$ cat config.mk
export PLATFORM = sky130hd
export DESIGN_NAME = demux_escritor_colas_flat
export DESIGN_NICKNAME = d
export VERILOG_FILES = /design/src/rtl/demux_escritor_colas_if.sv /design/src/rtl/demux_escritor_colas.sv /design/src/flat_wrapper.sv
export SDC_FILE = /design/constraint.sdc
export NUM_CORES = 1
export LEC_CHECK = 0
export ABC_AREA = 1
export CAP_MARGIN = 20
export CORE_MARGIN = 2
export CORE_UTILIZATION = 35
export CTS_CLUSTER_SIZE = 28
export DETAILED_ROUTE_END_ITERATION = 6
export SLEW_MARGIN = 20
export SYNTH_ARGS = -nofsm -noshare
export SYNTH_HDL_FRONTEND = slang
export SYNTH_SLANG_ARGS = --single-unit
export TNS_END_PERCENT = 50
$ cat constraint.sdc
create_clock -name clk -period 3.18 [get_ports clk]
set_clock_uncertainty 0.2 [all_clocks]
set_input_delay 0.318 -clock clk [delete_from_list [all_inputs] [get_ports clk]]
set_output_delay 0.318 -clock clk [all_outputs]
set_load 0.01 [all_outputs]
$ cat src/rtl/demux_escritor_colas_if.sv
// Ingress/egress bus of the queue writer: incoming word handshake and
// the per-FIFO push/full side.
interface demux_escritor_colas_if #(
  parameter int unsigned QUEUE_QUANTITY = 4,
  parameter int unsigned DATA_BITS      = 8
);
  logic [DATA_BITS-1:0]      data_in;
  logic                      valid_in;
  logic                      ready_out;
  logic [QUEUE_QUANTITY-1:0] buf_full;
  logic [QUEUE_QUANTITY-1:0] push;
  logic [DATA_BITS-1:0]      data_out;

  // Upstream source plus FIFO bank as seen from outside the writer
  modport master (
    output data_in, valid_in, buf_full,
    input  ready_out, push, data_out
  );

  // The writer itself
  modport slave (
    input  data_in, valid_in, buf_full,
    output ready_out, push, data_out
  );
endinterface

$ cat src/rtl/demux_escritor_colas.sv
// Queue writer: classifies words by their top bits, stages one word and pushes it
// into the matching FIFO, discarding words blocked longer than MAX_ESPERA cycles.
module demux_escritor_colas #(
  parameter int unsigned QUEUE_QUANTITY = 4,
  parameter int unsigned DATA_BITS      = 8,
  parameter int unsigned MAX_ESPERA     = 8,
  parameter int unsigned CNT_BITS       = 8
) (
  input  logic                               clk,
  input  logic                               rst,
  input  logic                               enb,
  demux_escritor_colas_if.slave              bus,
  output logic                               descarte,
  output logic [QUEUE_QUANTITY*CNT_BITS-1:0] contador_descartes,
  output logic [1:0]                         estado
);

  localparam int unsigned CLS_BITS  = $clog2(QUEUE_QUANTITY);
  localparam int unsigned WAIT_BITS = $clog2(MAX_ESPERA + 1);
  localparam logic [WAIT_BITS-1:0] WAIT_MAX = WAIT_BITS'(MAX_ESPERA);

  typedef enum logic [1:0] {
    VACIO     = 2'b00,
    LISTO     = 2'b01,
    BLOQUEADO = 2'b10
  } state_t;

  state_t                    state_q, state_d;
  logic [DATA_BITS-1:0]      data_q, data_d;
  logic [WAIT_BITS-1:0]      wait_q, wait_d;
  logic [CNT_BITS-1:0]       cnt_q [QUEUE_QUANTITY];
  logic [CNT_BITS-1:0]       cnt_d [QUEUE_QUANTITY];

  logic [CLS_BITS-1:0]       cls;
  logic                      bloq;
  logic                      push_ok;
  logic                      ready;
  logic                      accept;
  logic [QUEUE_QUANTITY-1:0] push_w;
  logic                      descarte_w;

  assign cls  = data_q[DATA_BITS-1 -: CLS_BITS];
  assign bloq = bus.buf_full[cls];

  // Handshake terms are combinational so a push and a new accept share one edge
  always_comb begin
    push_ok = 1'b0;
    ready   = 1'b0;
    accept  = 1'b0;
    push_w  = '0;
    if (rst && enb) begin
      push_ok = (state_q != VACIO) && !bloq;
      ready   = (state_q == VACIO) || push_ok;
      accept  = bus.valid_in && ready;
      if (push_ok) begin
        push_w[cls] = 1'b1;
      end
    end
  end

  always_comb begin
    state_d    = state_q;
    data_d     = data_q;
    wait_d     = wait_q;
    cnt_d      = cnt_q;
    descarte_w = 1'b0;
    if (enb) begin
      unique case (state_q)
        VACIO: begin
          if (accept) begin
            state_d = LISTO;
            data_d  = bus.data_in;
            wait_d  = '0;
          end
        end
        LISTO, BLOQUEADO: begin
          if (push_ok) begin
            wait_d = '0;
            if (accept) begin
              state_d = LISTO;
              data_d  = bus.data_in;
            end else begin
              state_d = VACIO;
            end
          end else if (state_q == LISTO) begin
            state_d = BLOQUEADO;
            wait_d  = WAIT_BITS'(1);
          end else if (wait_q < WAIT_MAX) begin
            wait_d = wait_q + 1'b1;
          end else begin
            // Timeout: drop the staged word (data_out keeps it) and count it
            descarte_w = rst;
            state_d    = VACIO;
            wait_d     = '0;
            if (cnt_q[cls] != '1) begin
              cnt_d[cls] = cnt_q[cls] + 1'b1;
            end
          end
        end
        default: begin
          state_d = VACIO;
          wait_d  = '0;
        end
      endcase
    end
  end

  always_ff @(posedge clk) begin
    if (!rst) begin
      state_q <= VACIO;
      data_q  <= '0;
      wait_q  <= '0;
      for (int unsigned i = 0; i < QUEUE_QUANTITY; i++) begin
        cnt_q[i] <= '0;
      end
    end else begin
      state_q <= state_d;
      data_q  <= data_d;
      wait_q  <= wait_d;
      for (int unsigned i = 0; i < QUEUE_QUANTITY; i++) begin
        cnt_q[i] <= cnt_d[i];
      end
    end
  end

  always_comb begin
    contador_descartes = '0;
    for (int unsigned i = 0; i < QUEUE_QUANTITY; i++) begin
      contador_descartes[i*CNT_BITS +: CNT_BITS] = cnt_q[i];
    end
  end

  assign bus.push      = push_w;
  assign bus.ready_out = ready;
  assign bus.data_out  = data_q;
  assign descarte      = descarte_w;
  assign estado        = state_q;

endmodule

$ cat src/flat_wrapper.sv
// flat-port wrapper written by rule: the top's interface ports become plain ports
module demux_escritor_colas_flat 
#(
  parameter int unsigned QUEUE_QUANTITY = 4,
  parameter int unsigned DATA_BITS      = 8,
  parameter int unsigned MAX_ESPERA     = 8,
  parameter int unsigned CNT_BITS       = 8
)
  (clk, rst, enb, descarte, contador_descartes, estado, bus_data_in, bus_valid_in, bus_buf_full, bus_ready_out, bus_push, bus_data_out);
  demux_escritor_colas_if #(.QUEUE_QUANTITY(QUEUE_QUANTITY), .DATA_BITS(DATA_BITS)) bus_i ();
  input  logic clk;
  input  logic rst;
  input  logic enb;
  output logic descarte;
  output logic [QUEUE_QUANTITY*CNT_BITS-1:0] contador_descartes;
  output logic [1:0] estado;
  input wire logic [$bits(bus_i.data_in)-1:0] bus_data_in;
  input wire logic [$bits(bus_i.valid_in)-1:0] bus_valid_in;
  input wire logic [$bits(bus_i.buf_full)-1:0] bus_buf_full;
  output wire logic [$bits(bus_i.ready_out)-1:0] bus_ready_out;
  output wire logic [$bits(bus_i.push)-1:0] bus_push;
  output wire logic [$bits(bus_i.data_out)-1:0] bus_data_out;
  assign bus_i.data_in = bus_data_in;
  assign bus_i.valid_in = bus_valid_in;
  assign bus_i.buf_full = bus_buf_full;
  assign bus_ready_out = bus_i.ready_out;
  assign bus_push = bus_i.push;
  assign bus_data_out = bus_i.data_out;
  demux_escritor_colas #(.QUEUE_QUANTITY(QUEUE_QUANTITY), .DATA_BITS(DATA_BITS), .MAX_ESPERA(MAX_ESPERA), .CNT_BITS(CNT_BITS)) u_core (.clk(clk), .rst(rst), .enb(enb), .bus(bus_i), .descarte(descarte), .contador_descartes(contador_descartes), .estado(estado));
endmodule
---- Word level (Yosys, flattened, before mapping) ----
Cells that the tools add are included.
operators by class
  add/subtract/negate cells ............... 2
  muxes and demuxes ....................... 34
  magnitude comparators ................... 5
  divide/modulo/power cells ............... 0
  bitwise logic cells ..................... 4
  eq/ne operators ......................... 6
  shifts and indexed selects .............. 0
  multipliers ............................. 0
  reductions and logical operators ........ 15
operators by type and width
  kind                 count
  $mux 8               5
  $bwmux 32            1
  $mux 4               6
  $bmux 8 s2           1
  $demux 8 s2          1
  $pmux 8 s2           1
  $mux 1               11
  $add 8x1->8 const B  1
  $mux 2               4
  $ne 8x8->1 const B   1
  $pmux 4 s2           1
  $reduce_and 3->1     2
  $reduce_and 6->1     1
  $logic_and 1x1->1    5
  $add 4x1->4 const B  1
  $lt 4x4->1 const B   1
  $ne 2x1->1 const B   2
  $ne 4x2->1 const B   1
  $pmux 2 s2           1
  $reduce_bool 2->1    2
  $ge 3x3->1 const B   1
  $lt 2x3->1 const B   1
  $lt 3x1->1 const B   1
  $not 1->1            3
  other kinds (11)     11
storage, ports and cells
  bits in latches ......................... 0
  RAM bits ................................ 0
  flip-flop bits (word level) ............. 46
  memories ................................ 0
  bits in read-only memories .............. 0
  bits of input ports ..................... 16
  word-level logic and storage cells ...... 73
  output and inout port bits .............. 48

---- Logic depth before layout (Yosys ltp) ----
  depth in word-level cells ............... 10
  gate-level depth with buffers ........... 16
  mapped depth without buffers ............ 14

---- Worst setup path before layout ----
OpenSTA, ideal clock, no wires.
  path kind ............................... flip-flop to flip-flop
  start point ............................. reg u_core.data_q[7], in the netlist u_core.bus.data_out[7]
  end point ............................... reg u_core.cnt_q, in the netlist u_core.contador_descartes[31]
  arrival time ............................ 2.202 ns
  cell stages (with the launch flop) ...... 15
  required time ........................... 2.866 ns
  clock period less this slack ............ 2.516 ns
  setup time .............................. 0.114 ns
  path slack .............................. 0.664 ns
  path buffers ............................ 2
  cell sequence ........................... dfxtp_1 -> buf_4 -> nor2_2 -> nand2_1 -> o21ai_0 -> nor2_1 -> inv_1 -> ha_1 -> nand2_1 -> nor2_4 -> nand2_4 -> nand3_4 -> buf_8 -> nor2_1 -> nor2_2
between the ends
  word-level cells in the longest chain between the ends .. 7
  elaborated cells between the ends (all ways) .. 19
  classes of those cells .................. add/sub (1); order compare (2); eq/ne (1); mux (9); bitwise (2); reduce/logical (4)
ends and longest elaborated chain
  element                                              RTL line                     source
  start: declaration                                   demux_escritor_colas.sv:29   logic [DATA_BITS-1:0] data_q, data_d;
  start signal: assignment                             demux_escritor_colas.sv:118  data_q <= data_d;
  branches (longest 7 deep; another with $add 8x1->8)  -
  end signal: indexed assignment                       demux_escritor_colas.sv:121  cnt_q[i] <= cnt_d[i];
  end: declaration                                     demux_escritor_colas.sv:31   logic [CNT_BITS-1:0] cnt_q [QUEUE_QUANTITY];
Parallel ways; which one is timed is not known. The select of a mux whose other input is x is not followed.
A chain may end at the register's enable or synchronous reset.

---- Worst setup path after layout ----
  start point ............................. reg u_core.data_q[6], in the netlist u_core.bus.data_out[6]
  end point ............................... out descarte
between the ends
  word-level cells in the longest chain between the ends .. 8
ends and longest elaborated chain
  element                       RTL line                    source
  $bmux 1 s2                    demux_escritor_colas.sv:43  assign bloq = bus.buf_full[cls];
  $mux 1 (not written as such)  demux_escritor_colas.sv:43
  $logic_not 1->1               demux_escritor_colas.sv:52  push_ok = (state_q != VACIO) && !bloq;
  $logic_and 1x1->1             demux_escritor_colas.sv:52
  $mux 1                        demux_escritor_colas.sv:51  if (rst && enb) begin
  $mux 1                        demux_escritor_colas.sv:77  if (push_ok) begin
  $mux 1                        demux_escritor_colas.sv:68  unique case (state_q)
  $mux 1                        demux_escritor_colas.sv:67  if (enb) begin
  end: declaration              flat_wrapper.sv:14          output logic descarte;
No other way between the ends. The select of a mux whose other input is x is not followed.

==> flow_summary.json <==
{
  "status": "finished, final reports clean",
  "routed_wirelength_um": 6500,
  "avgSynthCellArea_um2": 6.29,
  "ys_seq_area_frac": 0.343,
  "layout.nets": 506,
  "slew_headroom": 0.710,
  "fin_crit_ps": 2790,
  "finalCritPeriodShare": 0.878,
  "crit_chain": "buf_4, nand3_1, nand2_1, nor2_2, nand2_4, nand2_4, nor3_1, clkdlybuf4s50_1",
  "cts_buffers": 5,
  "fp.dieW_um": 91.5,
  "route.detailed.drc": 0,
  "critPathSlowestCell": "clkdlybuf4s50_1",
  "yosys_warnings": 0,
  "regArea_um2": 922,
  "synth.area.top_cells": "dfxtp_1 (34%), nand2_1 (20%), nor2_1 (13%)",
  "r2r-end": "u_core.contador_descartes[31]$_SDFFE_PN0P_",
  "synthesis.instances": 426,
  "crit_path_end_kind": "output pin",
  "dr_total_vias": 2588,
  "reg2regPathDepth": 13,
  "cts_max_path_buffers": 2,
  "wl_per_cell_um": 11.1,
  "synth_top_area_share": 0.343,
  "filler_cell_count": 779,
  "netlist_area_um2": 2680,
  "crit_path_max_fanout": 15,
  "io_pins": 64,
  "hold_violations": 0,
  "yosysMostFrequentCell": "nand2_1",
  "synthArstFlopShare": 0,
  "crit_cells": 8,
  "synth-seq-cells": 46,
  "multi_input_area_um2": 1440,
  "cp-endpoint": "descarte",
  "tightest_slew_ps": 431,
  "overflow": 0,
  "routed_via_density": 4.43,
  "rr_startpoint": "u_core.bus.data_out[6]$_SDFFE_PN0P_",
  "startpoint": "u_core.bus.data_out[6]$_SDFFE_PN0P_",
  "rows": 31,
  "drt_iter0_markers": 65,
  "rsz0062_at_grt": "no",
  "maxCapViolations": 0,
  "cp_common_cell": "nand2_4",
  "cp_slowest_stage_delay_ps": 570,
  "cts_setup_buffers": 0,
  "setup_viol": 0,
  "place_ws_ps": 388,
  "final.setup.tns_ps": 0,
  "grt_pass1_vias": 2482,
  "ys_dominant_reg_cell": "dfxtp_1",
  "placeableCoreArea_um2": 7330,
  "r2r_slack_ps": 480,
  "p_per_area_nw_per_um2": 406,
  "yosysUniqueCellTypes": 31,
  "hp-class": "flop to flop",
  "diodes": 0,
  "clk_pin_slew_worst_paths_ps": 80,
  "die_y_um": 91.5,
  "h-tree-depth": 2,
  "clock-root-buffer": "clkbuf_8",
  "hp-start": "u_core.bus.data_out[5]$_SDFFE_PN0P_",
  "initial_core_util": 0.366,
  "cp.buffers_inverters": 2,
  "leakage_nw": 1.67,
  "ant_nets": 0,
  "worstSetupStartpointType": "flop",
  "synth_edf_count": 0,
  "synthesis.nets": 447,
  "cts_tree": "done",
  "synth_top_cell_by_area": "dfxtp_1",
  "finalPower_mw": 1.39,
  "crit_arrival_ps": 2270,
  "drt-pass1-iter-count": 4,
  "worstSetupPathType": "flop to output pin",
  "cp_top_family": "buffers and inverters",
  "cts_num_sinks": 46,
  "antenna_found_initial": 0,
  "portBuffers": 63,
  "fin_ws_ps": 387,
  "die-area_um2": 8380,
  "clock_latency_ps": 300,
  "irDropWorstVdd_v": 0.000227,
  "drive_gt1_frac": 0.0680,
  "place_congestion": 0.811,
  "grt_max_degree": 45,
  "hpwlAfterDp_um": 4910,
  "synth_common_cells": "nand2_1 (146), nor2_1 (92), inv_1 (53)",
  "timing.fmax_mhz": 358,
  "drv_slew": 0,
  "syn_to_final_growth_pct": 27.5,
  "grtUsageTotal": 0.163,
  "grt_pass1_wl_um": 11100,
  "worstPathRequired_ps": 2660,
  "hold_ws_ps": 289
}
## timing repair
item / CTS / global route
endpoints found under the setup margin: 0 / 1
hold buffers: 0 / 0
gates resized for setup: 0 / 1
## flip-flops by register name, summed over array words and instances, names as in the netlist
register and flops:
u_core.contador_descartes 32, u_core.wait_q 4, u_core.estado 2, u_core.bus.data_out 8
## how the worst min path moves through the flow
stage | endpoint | slack (ps) | cells past startpoint
2_1_floorplan | u_core.wait_q[1]$_SDFFE_PN0P_ | 260 | 2
5_1_grt | u_core.bus.data_out[0]$_SDFFE_PN0P_ | 320 | 2
3_3_place_gp | u_core.bus.data_out[4]$_SDFFE_PN0P_ | 260 | 2
4_1_cts | u_core.bus.data_out[5]$_SDFFE_PN0P_ | 290 | 2
6_report | u_core.bus.data_out[5]$_SDFFE_PN0P_ | 290 | 2
3_5_place_dp | u_core.bus.data_out[5]$_SDFFE_PN0P_ | 270 | 2
## stage by stage
step / utilization / instances / area (µm²)
after CTS: 0.466 / 584 / 3420
after global routing: 0.466 / 584 / 3420
after detailed placement: 0.456 / 577 / 3340
after floorplan: - / 426 / 2680
final: 0.466 / 584 / 3420
after global placement: 0.456 / 577 / 3340
## cells in the final DEF, fill, tap and decap left out
master           synthesis  routed
dfxtp_2                  0       1
nor2_4                   3       3
o21ai_1                  1       1
o21ai_0                 18      18
clkbuf_8                 0       5
nor2_8                   1       1
nand2_4                  3       3
buf_4                    1       2
clkbuf_1                 2       2
inv_1                   53      53
nand2_1                146     146
nand3_4                  4       4
xor2_1                   1       1
xnor2_1                  1       1
nand4_1                  3       3
o22ai_1                  1       1
nor2_1                  92      92
nor2_2                   6       6
clkinv_1                 1       1
nor3_1                   2       2
inv_2                    3       3
ha_1                     5       5
clkdlybuf4s50_1          0      63
xor2_2                   1       1
dfxtp_1                 46      45
a21oi_1                  5       5
nand3b_1                 2       2
nand2_2                  4       4
a31oi_1                  1       1
nand3_1                 10      10
## layer usage
layer | up-vias | GRT usage | routed length, µm
li1 | 1385 | - | -
met1 | 1141 | 0.199 | 2960
met2 | 55 | 0.280 | 3080
met4 | 0 | 0.0455 | 63
met3 | 7 | 0.0440 | 399
met5 | - | 0 | 0
## cell families (layout without fill, tap and decap cells)
family,Yosys count,count (layout),synth area share
buffers and inverters,70,129,0.121
flip-flops,46,46,0.343
AO/OA/AOI/OAI,26,26,0.0495
XOR/XNOR,3,3,0.0126
AND/OR/NAND/NOR,276,276,0.450
adder cells (fa/ha/maj),5,5,0.0233
## worst reg2reg max path: stages (launching register included)
cell and delay, ps:
dfxtp_1 400, inv_2 260, nor2_2 100, nand2_1 70
o21ai_0 80, nor2_1 310, inv_1 150, ha_1 260
nand2_1 120, nor2_4 40, nand2_4 140, nand3_4 200
nor2_1 180, nor2_2 50
## where the power goes
group	internal [mW]	switching (mW)	total, mW
sequential	0.610	0.0394	0.650
clock	0.152	0.189	0.341
combinational	0.159	0.236	0.396
total	0.921	0.465	1.39
## final cells by class
type | instances | area share
multi-input combinational | 310 | 0.420
sequential | 46 | 0.270
timing repair buffer | 65 | 0.189
inverter | 57 | 0.0626
tap | 99 | 0.0362
clock buffer | 7 | 0.0223
No activity file was read; power rests on OpenSTA's default activity.
